### config.mk
export PLATFORM = sky130hd
export DESIGN_NAME = decode_pipe_flat
export DESIGN_NICKNAME = d
export VERILOG_FILES = /design/src/rtl/klp32_pkg.sv /design/src/rtl/decode_pipe_if.sv /design/src/rtl/klp32_regfile.sv /design/src/rtl/decode_pipe.sv /design/src/flat_wrapper.sv
export SDC_FILE = /design/constraint.sdc
export NUM_CORES = 2
export LEC_CHECK = 0
export CORE_ASPECT_RATIO = 1.25
export CORE_UTILIZATION = 54
export CTS_CLUSTER_SIZE = 40
export DETAILED_ROUTE_END_ITERATION = 12
export GPL_TIMING_DRIVEN = 0
export PLACE_DENSITY = 0.76
export SLEW_MARGIN = 20
export SYNTH_ARGS = -nofsm -noshare
export SYNTH_HDL_FRONTEND = slang
export SYNTH_SLANG_ARGS = --single-unit
### constraint.sdc
create_clock -name clk -period 2.05 [get_ports clk]
set_input_delay 0.3075 -clock clk [delete_from_list [all_inputs] [get_ports clk]]
set_output_delay 0.3075 -clock clk [all_outputs]
set_load 0.005 [all_outputs]
### src/rtl/klp32_pkg.sv
// klp32_pkg: shared decode types, opcodes and the control/immediate decode functions
package klp32_pkg;
  localparam logic [6:0] OP_LUI    = 7'b0110111;
  localparam logic [6:0] OP_AUIPC  = 7'b0010111;
  localparam logic [6:0] OP_JAL    = 7'b1101111;
  localparam logic [6:0] OP_JALR   = 7'b1100111;
  localparam logic [6:0] OP_BRANCH = 7'b1100011;
  localparam logic [6:0] OP_LOAD   = 7'b0000011;
  localparam logic [6:0] OP_STORE  = 7'b0100011;
  localparam logic [6:0] OP_IMM    = 7'b0010011;
  localparam logic [6:0] OP_OP     = 7'b0110011;
  localparam logic [6:0] OP_FENCE  = 7'b0001111;
  localparam logic [6:0] OP_SYSTEM = 7'b1110011;
  localparam logic [31:0] NOP = 32'h00000013;
  typedef enum logic [2:0] {IMM_I, IMM_S, IMM_B, IMM_U, IMM_J, IMM_NONE} imm_sel_e;
  typedef enum logic [3:0] {
    ALU_ADD = 4'h0, ALU_SLL = 4'h1, ALU_SLT = 4'h2, ALU_SLTU = 4'h3,
    ALU_XOR = 4'h4, ALU_SRL = 4'h5, ALU_OR = 4'h6, ALU_AND = 4'h7,
    ALU_SUB = 4'h8, ALU_SRA = 4'hD, ALU_PASS_B = 4'hF
  } alu_sel_e;
  typedef enum logic [1:0] {WB_ALU, WB_MEM, WB_PC4} wb_sel_e;
  typedef struct packed {
    logic [2:0] load_store_mode;
    logic       reg_wr_en;
    logic       alu_src_1_sel;
    logic       alu_src_2_sel;
    logic       br_u;
    logic       mem_rw;
    logic       pc_sel;
    imm_sel_e   imm_sel;
    alu_sel_e   alu_sel;
    wb_sel_e    wb_sel;
    logic       is_load;
    logic       illegal;
  } ctrl_t;
  function automatic logic uses_rs1(input logic [6:0] op);
    return op inside {OP_JALR, OP_BRANCH, OP_LOAD, OP_STORE, OP_IMM, OP_OP};
  endfunction
  function automatic logic uses_rs2(input logic [6:0] op);
    return op inside {OP_BRANCH, OP_STORE, OP_OP};
  endfunction
  function automatic logic uses_rd(input logic [6:0] op);
    return op inside {OP_LUI, OP_AUIPC, OP_JAL, OP_JALR, OP_LOAD, OP_IMM, OP_OP};
  endfunction
  // Raw 32-bit immediate; the caller sign-extends to the datapath width.
  function automatic logic [31:0] imm_gen(input logic [31:0] i, input imm_sel_e s);
    return s == IMM_I ? {{20{i[31]}}, i[31:20]} :
           s == IMM_S ? {{20{i[31]}}, i[31:25], i[11:7]} :
           s == IMM_B ? {{19{i[31]}}, i[31], i[7], i[30:25], i[11:8], 1'b0} :
           s == IMM_U ? {i[31:12], 12'b0} :
           s == IMM_J ? {{11{i[31]}}, i[31], i[19:12], i[20], i[30:21], 1'b0} : '0;
  endfunction
  // Branch target arithmetic uses PC+imm in the ALU; comparison of rs1/rs2 happens in execute.
  function automatic ctrl_t decode_ctrl(input logic [31:0] inst, input logic rv32e);
    ctrl_t c;
    logic [6:0] op;
    logic [2:0] f3;
    logic alt, bad_reg, known;
    op = inst[6:0];
    f3 = inst[14:12];
    alt = inst[30] & (((op == OP_OP) & (f3 == 3'b000)) | ((op inside {OP_OP, OP_IMM}) & (f3 == 3'b101)));
    bad_reg = rv32e & ((uses_rs1(op) & inst[19]) | (uses_rs2(op) & inst[24]) | (uses_rd(op) & inst[11]));
    known = uses_rd(op) | (op inside {OP_BRANCH, OP_STORE, OP_FENCE, OP_SYSTEM});
    c = '0;
    c.load_store_mode = (op inside {OP_LOAD, OP_STORE}) ? f3 : 3'b000;
    c.reg_wr_en = uses_rd(op);
    c.alu_src_1_sel = op inside {OP_AUIPC, OP_JAL, OP_BRANCH};
    c.alu_src_2_sel = op != OP_OP;
    c.br_u = (op == OP_BRANCH) & f3[1];
    c.mem_rw = op == OP_STORE;
    c.pc_sel = op inside {OP_JAL, OP_JALR};
    c.imm_sel = (op inside {OP_LOAD, OP_IMM, OP_JALR, OP_FENCE, OP_SYSTEM}) ? IMM_I :
                op == OP_STORE ? IMM_S :
                op == OP_BRANCH ? IMM_B :
                (op inside {OP_LUI, OP_AUIPC}) ? IMM_U :
                op == OP_JAL ? IMM_J : IMM_NONE;
    c.alu_sel = op == OP_LUI ? ALU_PASS_B : (op inside {OP_OP, OP_IMM}) ? alu_sel_e'({alt, f3}) : ALU_ADD;
    c.wb_sel = op == OP_LOAD ? WB_MEM : c.pc_sel ? WB_PC4 : WB_ALU;
    c.is_load = op == OP_LOAD;
    c.illegal = !known | bad_reg;
    c.reg_wr_en = c.reg_wr_en & !c.illegal;
    c.mem_rw = c.mem_rw & !c.illegal;
    return c;
  endfunction
endpackage

### src/rtl/decode_pipe_if.sv
// decode_pipe_if: fetch-side, write-back and execute-side signals of the decode stage
interface decode_pipe_if import klp32_pkg::*; #(parameter int XLEN = 32);
  logic            i_valid;
  logic            o_ready;
  logic [31:0]     i_inst;
  logic [XLEN-1:0] i_pc;
  logic [XLEN-1:0] i_pc_inc;
  logic            i_wb_en;
  logic [4:0]      i_wb_addr;
  logic [XLEN-1:0] i_wb_data;
  logic            i_flush;
  logic            o_valid;
  logic            i_ready;
  logic [31:0]     o_decode_inst;
  logic [XLEN-1:0] o_decode_pc;
  logic [XLEN-1:0] o_decode_pc_inc;
  logic [XLEN-1:0] o_decode_data_1;
  logic [XLEN-1:0] o_decode_data_2;
  logic [XLEN-1:0] o_decode_immediate;
  logic [4:0]      o_decode_rd;
  ctrl_t           o_decode_ctrl;
  modport master (
    output i_valid, i_inst, i_pc, i_pc_inc, i_wb_en, i_wb_addr, i_wb_data, i_flush, i_ready,
    input  o_ready, o_valid, o_decode_inst, o_decode_pc, o_decode_pc_inc, o_decode_data_1,
           o_decode_data_2, o_decode_immediate, o_decode_rd, o_decode_ctrl
  );
  modport slave (
    input  i_valid, i_inst, i_pc, i_pc_inc, i_wb_en, i_wb_addr, i_wb_data, i_flush, i_ready,
    output o_ready, o_valid, o_decode_inst, o_decode_pc, o_decode_pc_inc, o_decode_data_1,
           o_decode_data_2, o_decode_immediate, o_decode_rd, o_decode_ctrl
  );
endinterface

### src/rtl/klp32_regfile.sv
// klp32_regfile: 2-read/1-write register file, x0 hard-wired to zero, optional write-back forwarding
module klp32_regfile #(
  parameter int XLEN      = 32,
  parameter int NUM_REGS  = 32,
  parameter int WB_BYPASS = 1
) (
  input  logic            clk,
  input  logic            reset,
  input  logic            wr_en,
  input  logic [4:0]      wr_addr,
  input  logic [XLEN-1:0] wr_data,
  input  logic [4:0]      rs1,
  input  logic [4:0]      rs2,
  output logic [XLEN-1:0] rd1,
  output logic [XLEN-1:0] rd2
);
  localparam int AW = $clog2(NUM_REGS);
  logic [XLEN-1:0] regs [NUM_REGS];
  logic we;
  assign we = wr_en & (wr_addr != 5'd0) & (int'(wr_addr) < NUM_REGS);
  function automatic logic [XLEN-1:0] rd(input logic [4:0] a);
    return a == 5'd0 ? '0 : (WB_BYPASS != 0 && we && wr_addr == a) ? wr_data : regs[a[AW-1:0]];
  endfunction
  assign rd1 = rd(rs1);
  assign rd2 = rd(rs2);
  // Register storage: cleared on reset, one write port.
  always_ff @(posedge clk or negedge reset)
    if (!reset) for (int i = 0; i < NUM_REGS; i++) regs[i] <= '0;
    else if (we) regs[wr_addr[AW-1:0]] <= wr_data;
endmodule

### src/rtl/decode_pipe.sv
// decode_pipe: RV32I/E decode stage with valid/ready output register, load-use stall and flush
module decode_pipe import klp32_pkg::*; #(
  parameter int XLEN      = 32,
  parameter int NUM_REGS  = 32,
  parameter int WB_BYPASS = 1
) (
  input logic         clk,
  input logic         reset,
  decode_pipe_if.slave bus
);
  ctrl_t ctrl;
  logic [XLEN-1:0] rd1, rd2, imm;
  logic [6:0] op;
  logic [4:0] rs1, rs2, hrs1, hrs2;
  logic free, hz, take, wb_hit;
  assign op = bus.i_inst[6:0];
  assign rs1 = bus.i_inst[19:15];
  assign rs2 = bus.i_inst[24:20];
  assign hrs1 = bus.o_decode_inst[19:15];
  assign hrs2 = bus.o_decode_inst[24:20];
  assign ctrl = decode_ctrl(bus.i_inst, NUM_REGS == 16);
  assign imm = XLEN'(signed'(imm_gen(bus.i_inst, ctrl.imm_sel)));
  assign free = !bus.o_valid | bus.i_ready;
  assign hz = bus.o_valid & bus.o_decode_ctrl.is_load & (bus.o_decode_rd != 5'd0) &
              ((uses_rs1(op) & (rs1 == bus.o_decode_rd)) | (uses_rs2(op) & (rs2 == bus.o_decode_rd)));
  assign bus.o_ready = free & !hz & !bus.i_flush;
  assign take = bus.i_valid & bus.o_ready;
  assign wb_hit = bus.i_wb_en & (bus.i_wb_addr != 5'd0);
  klp32_regfile #(.XLEN(XLEN), .NUM_REGS(NUM_REGS), .WB_BYPASS(WB_BYPASS)) u_rf (
    .clk(clk), .reset(reset), .wr_en(bus.i_wb_en), .wr_addr(bus.i_wb_addr), .wr_data(bus.i_wb_data),
    .rs1(rs1), .rs2(rs2), .rd1(rd1), .rd2(rd2)
  );
  // Output register: flush kills, accept captures, a free slot with nothing to take bubbles,
  // a stalled slot holds while tracking write-backs to its source registers.
  always_ff @(posedge clk or negedge reset)
    if (!reset) begin
      bus.o_valid            <= 1'b0;
      bus.o_decode_inst      <= NOP;
      bus.o_decode_pc        <= '0;
      bus.o_decode_pc_inc    <= '0;
      bus.o_decode_data_1    <= '0;
      bus.o_decode_data_2    <= '0;
      bus.o_decode_immediate <= '0;
      bus.o_decode_rd        <= '0;
      bus.o_decode_ctrl      <= '0;
    end else if (bus.i_flush) bus.o_valid <= 1'b0;
    else if (take) begin
      bus.o_valid            <= 1'b1;
      bus.o_decode_inst      <= bus.i_inst;
      bus.o_decode_pc        <= bus.i_pc;
      bus.o_decode_pc_inc    <= bus.i_pc_inc;
      bus.o_decode_data_1    <= rd1;
      bus.o_decode_data_2    <= rd2;
      bus.o_decode_immediate <= imm;
      bus.o_decode_rd        <= bus.i_inst[11:7];
      bus.o_decode_ctrl      <= ctrl;
    end else if (free) bus.o_valid <= 1'b0;
    else begin
      if (wb_hit && bus.i_wb_addr == hrs1) bus.o_decode_data_1 <= bus.i_wb_data;
      if (wb_hit && bus.i_wb_addr == hrs2) bus.o_decode_data_2 <= bus.i_wb_data;
    end
endmodule

### src/flat_wrapper.sv
// flat-port wrapper written by rule: the top's interface ports become plain ports
module decode_pipe_flat import klp32_pkg::*;
#(
  parameter int XLEN      = 32,
  parameter int NUM_REGS  = 32,
  parameter int WB_BYPASS = 1
)
  (clk, reset, bus_i_valid, bus_i_inst, bus_i_pc, bus_i_pc_inc, bus_i_wb_en, bus_i_wb_addr, bus_i_wb_data, bus_i_flush, bus_i_ready, bus_o_ready, bus_o_valid, bus_o_decode_inst, bus_o_decode_pc, bus_o_decode_pc_inc, bus_o_decode_data_1, bus_o_decode_data_2, bus_o_decode_immediate, bus_o_decode_rd, bus_o_decode_ctrl);
  decode_pipe_if #(.XLEN(XLEN)) bus_i ();
  input logic clk;
  input logic reset;
  input wire logic [$bits(bus_i.i_valid)-1:0] bus_i_valid;
  input wire logic [$bits(bus_i.i_inst)-1:0] bus_i_inst;
  input wire logic [$bits(bus_i.i_pc)-1:0] bus_i_pc;
  input wire logic [$bits(bus_i.i_pc_inc)-1:0] bus_i_pc_inc;
  input wire logic [$bits(bus_i.i_wb_en)-1:0] bus_i_wb_en;
  input wire logic [$bits(bus_i.i_wb_addr)-1:0] bus_i_wb_addr;
  input wire logic [$bits(bus_i.i_wb_data)-1:0] bus_i_wb_data;
  input wire logic [$bits(bus_i.i_flush)-1:0] bus_i_flush;
  input wire logic [$bits(bus_i.i_ready)-1:0] bus_i_ready;
  output wire logic [$bits(bus_i.o_ready)-1:0] bus_o_ready;
  output wire logic [$bits(bus_i.o_valid)-1:0] bus_o_valid;
  output wire logic [$bits(bus_i.o_decode_inst)-1:0] bus_o_decode_inst;
  output wire logic [$bits(bus_i.o_decode_pc)-1:0] bus_o_decode_pc;
  output wire logic [$bits(bus_i.o_decode_pc_inc)-1:0] bus_o_decode_pc_inc;
  output wire logic [$bits(bus_i.o_decode_data_1)-1:0] bus_o_decode_data_1;
  output wire logic [$bits(bus_i.o_decode_data_2)-1:0] bus_o_decode_data_2;
  output wire logic [$bits(bus_i.o_decode_immediate)-1:0] bus_o_decode_immediate;
  output wire logic [$bits(bus_i.o_decode_rd)-1:0] bus_o_decode_rd;
  output wire logic [$bits(bus_i.o_decode_ctrl)-1:0] bus_o_decode_ctrl;
  assign bus_i.i_valid = bus_i_valid;
  assign bus_i.i_inst = bus_i_inst;
  assign bus_i.i_pc = bus_i_pc;
  assign bus_i.i_pc_inc = bus_i_pc_inc;
  assign bus_i.i_wb_en = bus_i_wb_en;
  assign bus_i.i_wb_addr = bus_i_wb_addr;
  assign bus_i.i_wb_data = bus_i_wb_data;
  assign bus_i.i_flush = bus_i_flush;
  assign bus_i.i_ready = bus_i_ready;
  assign bus_o_ready = bus_i.o_ready;
  assign bus_o_valid = bus_i.o_valid;
  assign bus_o_decode_inst = bus_i.o_decode_inst;
  assign bus_o_decode_pc = bus_i.o_decode_pc;
  assign bus_o_decode_pc_inc = bus_i.o_decode_pc_inc;
  assign bus_o_decode_data_1 = bus_i.o_decode_data_1;
  assign bus_o_decode_data_2 = bus_i.o_decode_data_2;
  assign bus_o_decode_immediate = bus_i.o_decode_immediate;
  assign bus_o_decode_rd = bus_i.o_decode_rd;
  assign bus_o_decode_ctrl = bus_i.o_decode_ctrl;
  decode_pipe #(.XLEN(XLEN), .NUM_REGS(NUM_REGS), .WB_BYPASS(WB_BYPASS)) u_core (.clk(clk), .reset(reset), .bus(bus_i));
endmodule
After elaboration in Yosys (flattened, before gate mapping)
Index checks and enable logic that the tools add are counted.
Widths: inputs -> output; s select.
Storage, ports and cells
  register bits: 1242
  bits of input ports: 139
  output and inout port bits: 219
  word-level logic and storage cells: 171
Operators by class
  magnitude comparators: 4
  eq/ne operators: 24
  mux-type cells: 37
  bitwise logic cells: 23
  reduce and logical (&&, ||, !) cells: 31
Operator list (number)
  $bwmux 1024: 1
  $mux 32: 20
  $bmux 32 s5: 2
  $demux 32 s5: 1
  $eq 5x5->1: 6
  $eq 7x7->1 const B: 4
  $eq 7x6->1 const B: 3
  $ge 6x6->1 const B: 3
  $not 5->6: 3
  $and 1x1->1: 15
  $mux 3: 5
  $reduce_bool 5->1: 3
  $eq 7x5->1 const B: 2
  $reduce_bool 2->1: 6
  $logic_not 5->1: 2
  $reduce_bool 3->1: 3
  $mux 4: 2
  $eq 7x2->1 const B: 1
  $eq 7x4->1 const B: 1
  $ne 7x6->1 const B: 1
  $reduce_bool 7->1: 1
  $eq 3x2->1 const B: 2
  $eq 3x3->1 const B: 2
  $logic_not 3->1: 2
  other kinds (13): 28

Depth between registers and ports, before layout
  word-level depth: 12
  depth in mapped cells: 12
  gate-level depth less buffers: 6

Cells and area by module
Synthesis repeated with hierarchy kept, for this count alone.
Second synthesis, totals
  cells, all modules: 4545
  area, all modules: 64703.3 µm²
Modules (own cells, without submodules)
  klp32_regfile: times used 1, cells an instance 3806, area each 54992.7 µm², sequential area each 25624.6 µm²
  decode_pipe: times used 1, cells an instance 739, area each 9710.6 µm², sequential area each 5308.8 µm²

Worst setup path after synthesis
Ideal clock, no wire load.
  path kind: reg-to-output
  from: register u_core.bus.o_decode_rd[1] in the netlist's numbering
  to: output bus_o_ready
  arrival time: 1.897 ns
  required time: 1.742 ns
  slack: -0.154 ns
  stages on the path, launching flop included: 8
  buffers on the path: 2
  path through: dfrtp_1 or4_1 o22ai_2 nor3_2 o21a_1 buf_2 buf_2 nor3_1
On the way
  cells in the longest elaborated chain, start to end: 7
  elaborated cells between the ends (all ways): 11
  those cells by class: eq/ne (2); bitwise (7); reduce/logical (2)
Ends and longest elaborated chain
  from (decl): line decode_pipe_if.sv:30  | o_decode_data_2, o_decode_immediate, o_decode_rd, o_decode_ctrl
  from (signal assigned): line decode_pipe.sv:55  | bus.o_decode_rd <= bus.i_inst[11:7];
  $eq 5x5->1: line decode_pipe.sv:25  | ((uses_rs1(op) & (rs1 == bus.o_decode_rd)) | (uses_rs2(op) & (rs2 == bus.o_decode_rd)));
  $and 1x1->1: line decode_pipe.sv:25
  $or 1x1->1: line decode_pipe.sv:25
  $and 1x1->1 (*): line decode_pipe.sv:24  | assign hz = bus.o_valid & bus.o_decode_ctrl.is_load & (bus.o_decode_rd != 5'd0) &
  $logic_not 1->1 (*): line decode_pipe.sv:26  | assign bus.o_ready = free & !hz & !bus.i_flush;
  $and 1x1->1 (*) (2 in series): line decode_pipe.sv:26
  to (decl): line flat_wrapper.sv:21  | output wire logic [$bits(bus_i.o_ready)-1:0] bus_o_ready;
Every way passes the cells marked *; elsewhere a longest branch is shown, timed or not.

Worst setup path after layout
  from: register u_core.bus.o_decode_rd[2] in the netlist's numbering
  to: output bus_o_ready
Same word-level chain as after synthesis.

==> summary.txt <==
Crit path from - u_core.bus.o_decode_rd[2]
Post-Syn Nets - 4,655
Die area - 119,000 um^2
Die height - 385 um
RSZ-0062 raised after global routing - yes
CP Max Fanout - 3
Post-DRT Antenna Nets - 0
Wirelength per Cell - 38.9 um
Period utilization - 149%
Outcome - complete, but fails checks
Sequential share of power - 43.5%
Site Rows - 140
Pwr/cell area - 945 nW/um^2
Final Wtd Congestion - 1.05
# setup viols final - 1,158
Area grow syn2layout - 24.1%
Syn avg cell area - 14.0 um^2
Initial antenna violation count - 32
DP Area - 69,400 um^2
DRC - 0
Max cap viols - 0
Critical Path RT - 1.74 ns
Total negative setup slack - -179.94 ns
Worst setup SP type - flip-flop
Crit path DAT - 2.76 ns
Starting Density - 54.5%
VDD IR max - 0.901 mV
Worst-case clock buffer depth - 3
Post-synth EDFFs - 0
Number of global-route vias before repair - 48,200
First-pass GRT wire length - 363 mm
Overall routing resource usage - 44.2%
Dominant cell type by area after synthesis - dfrtp_1
Top-area cell type share of the netlist area - 48.6%
NetSw - 21,800 uW
DR vias/cell - 7.22
Worst-margin pin slew - 1.30 ns
R2R setup slack - -0.59 ns
Sink Count - 1,236
CTS tree - done
Layout Skew - 0.0310 ns
Initial drt markers - 7,163
Post-synthesis cell count - 4,516
Worst Hold Class - input port to flip-flop
Count of final max-slew check failures - 0
Comb pwr share - 23.1%
Overall power - 74,400 uW
Via count - 49,200
Die width - 309 um
Max Fclk - 326 MHz
Port Buffers - 351
Seq cells post-synth - 1,236
Post-synthesis sequential area ratio - 48.8%
Final hold vios - 0
Top cells by area, synth - dfrtp_1, mux2_2, mux4_2, mux2i_1, a22oi_1
Clock power frac - 33.4%
Reg2reg end - u_core.bus.o_decode_pc_inc[1]
Synth warn - 0
Final #Nets - 5,260
Clk_lat worst skew - 0.81 ns
Grt ovf - 0
Largest net degree at the start of global routing - 149
Crit path capture - bus_o_ready
Total CTS buffers - 131
FF-to-FF Start - u_core.bus.o_decode_inst[11]
Pre-CTS setup slack - -2.85 ns
Design Area, Final - 78,800 um^2
Headroom to the max-slew limit - 13.3%
H-tree depth - 4
Hpwl dp - 188 mm
Pre-antenna DRT Iters - 7
Clock slew at reported path FFs - 0.06 ns
Final worst setup slack - -1.01 ns
Core area - 116,000 um^2
Yosys cell types - 64
Sw Ratio - 29.4%
CTS root buffer - clkbuf_16
Syn Std Cell Area - 63,400 um^2
Lkg Pwr - 0.0333 uW
Failing checks - setup timing
Synth Flop Type - dfrtp_1
Share of post-route cells with drive strength above 1 - 47.4%
Worst reg2reg path depth - 11
Pint - 52,600 uW
Count leader, synth - dfrtp_1
DRT Wirelength - 265 mm
Ports - 358
Util after Layout - 67.6%
Asr flop ratio synth - 100%
Critical Path End Type - output port
Commonest cells post-synth - dfrtp_1, mux2_2, mux4_2, clkbuf_1, mux2i_1
Kind of critical path - flip-flop to output port
Fin crit period - 3.06 ns
layout by cell type (no fill, tap or decap), types with 20 or more instances in the layout:
cell / instances
a31oi_4: 30
buf_12: 38
clkdlybuf4s50_1: 300
nor3_2: 36
buf_8: 20
dfrtp_2: 20
nand3_1: 35
nor3_1: 22
o21ai_0: 92
buf_2: 83
a21oi_1: 113
clkbuf_2: 49
clkbuf_8: 56
mux2_2: 1080
buf_4: 139
nand3_2: 25
buf_6: 47
o21ai_1: 27
dlygate4sd2_1: 45
a22oi_1: 127
a211oi_2: 25
clkinv_2: 20
nand2_1: 34
dfrtp_1: 1213
mux2i_1: 258
clkbuf_16: 155
clkbuf_1: 177
mux4_2: 384
a31oi_1: 24
diode_2: 23
clkbuf_4: 39
o221ai_1: 64
a22o_1: 30
o22ai_1: 61
per-stage QoR:
step / hold slack (ns) / instances
2_1_floorplan: 0.0119 / 4516
3_3_place_gp: 0.457 / 6429
3_5_place_dp: 0.190 / 6446
4_1_cts: 0.0796 / 6760
5_1_grt: 0.127 / 6789
6_report: 0.123 / 6805
critical path, stage by stage, from the launching register on:
cell and delay [ns]:
dfrtp_2 0.43, or4_4 0.55, o22ai_4 0.18, nor3_4 0.06
o21a_4 0.14, buf_12 0.13, buf_8 0.12, nor3_4 0.19
buf_2 0.15
worst min path at each step:
stage | from | endpoint | slack, ns | depth (start not counted)
detailed placement | reset | u_core.u_rf.regs[909] | 0.19 | 1
global placement | u_core.u_rf.regs[1000] | u_core.u_rf.regs[1000] | 0.46 | 1
floorplan | reset | u_core.bus.o_decode_ctrl[0] | 0.01 | 0
CTS | bus_i_inst[2] | u_core.bus.o_decode_ctrl[15] | 0.08 | 4
finish | bus_i_pc_inc[25] | u_core.bus.o_decode_pc_inc[25] | 0.12 | 2
global route | bus_i_pc[24] | u_core.bus.o_decode_pc[24] | 0.13 | 2
registers in the layout (all words and copies together), names as in the netlist:
register	count
u_core.bus.o_decode_pc_inc	32
u_core.bus.o_decode_ctrl	19
u_core.bus.o_valid	1
u_core.bus.o_decode_inst	28
u_core.u_rf.regs	1024
u_core.bus.o_decode_pc	32
u_core.bus.o_decode_data_2	32
u_core.bus.o_decode_immediate	32
u_core.bus.o_decode_data_1	32
u_core.bus.o_decode_rd	4
cell type report:
| type | instances | area [um^2] |
|---|---|---|
| Antenna cell | 23 | 57.6 |
| Buffer | 513 | 3680 |
| Clock buffer | 195 | 3980 |
| Clock inverter | 37 | 414 |
| Fill cell | 8015 | 37700 |
| Inverter | 2 | 7.51 |
| Multi-Input combinational cell | 2760 | 32200 |
| Sequential cell | 1236 | 31000 |
| Tap cell | 1562 | 1950 |
| Timing Repair Buffer | 477 | 5480 |
routing by layer:
metal	wire (um)	vias up	GRT usage, %
li1	-	18600	-
met1	88900	25400	52.6
met2	116000	3952	64.4
met3	35500	1222	17.5
met4	24600	14	33.5
met5	191	-	0
power groups by stage:
stage	sequential, uW	clock, uW	combinational, uW
after floorplan	31400	0	9600
after global placement	32300	0	14400
after detailed placement	32500	0	15100
after CTS	32100	24800	16100
after global routing	32800	25700	17700
final	32400	24900	17200
kinds of logic (layout without fill, tap and decap cells):
kind of cell    count (synthesis)  count (layout)  share of synthesized area (%)
compound gates                717             717                           7.58
simple gates                  274             274                           2.25
other cells                     0              23                              0
flops                        1236            1236                           48.8
xor+xnor                       31              31                          0.428
buf+inv                       520            1224                           3.73
mux                          1738            1738                           37.3
what timing repair did:
| action | CTS | global route |
|---|---|---|
| endpoints found under the hold margin | 294 | 294 |
| gates resized for setup | 729 | 283 |
| buffers inserted | 67 | 14 |
| pin swaps | 16 | 41 |
| cloned | 13 | 12 |
| hold buffers | 5 | 1 |
| endpoints found under the setup margin | 1396 | 1600 |
(Power assumes the default switching activity.)
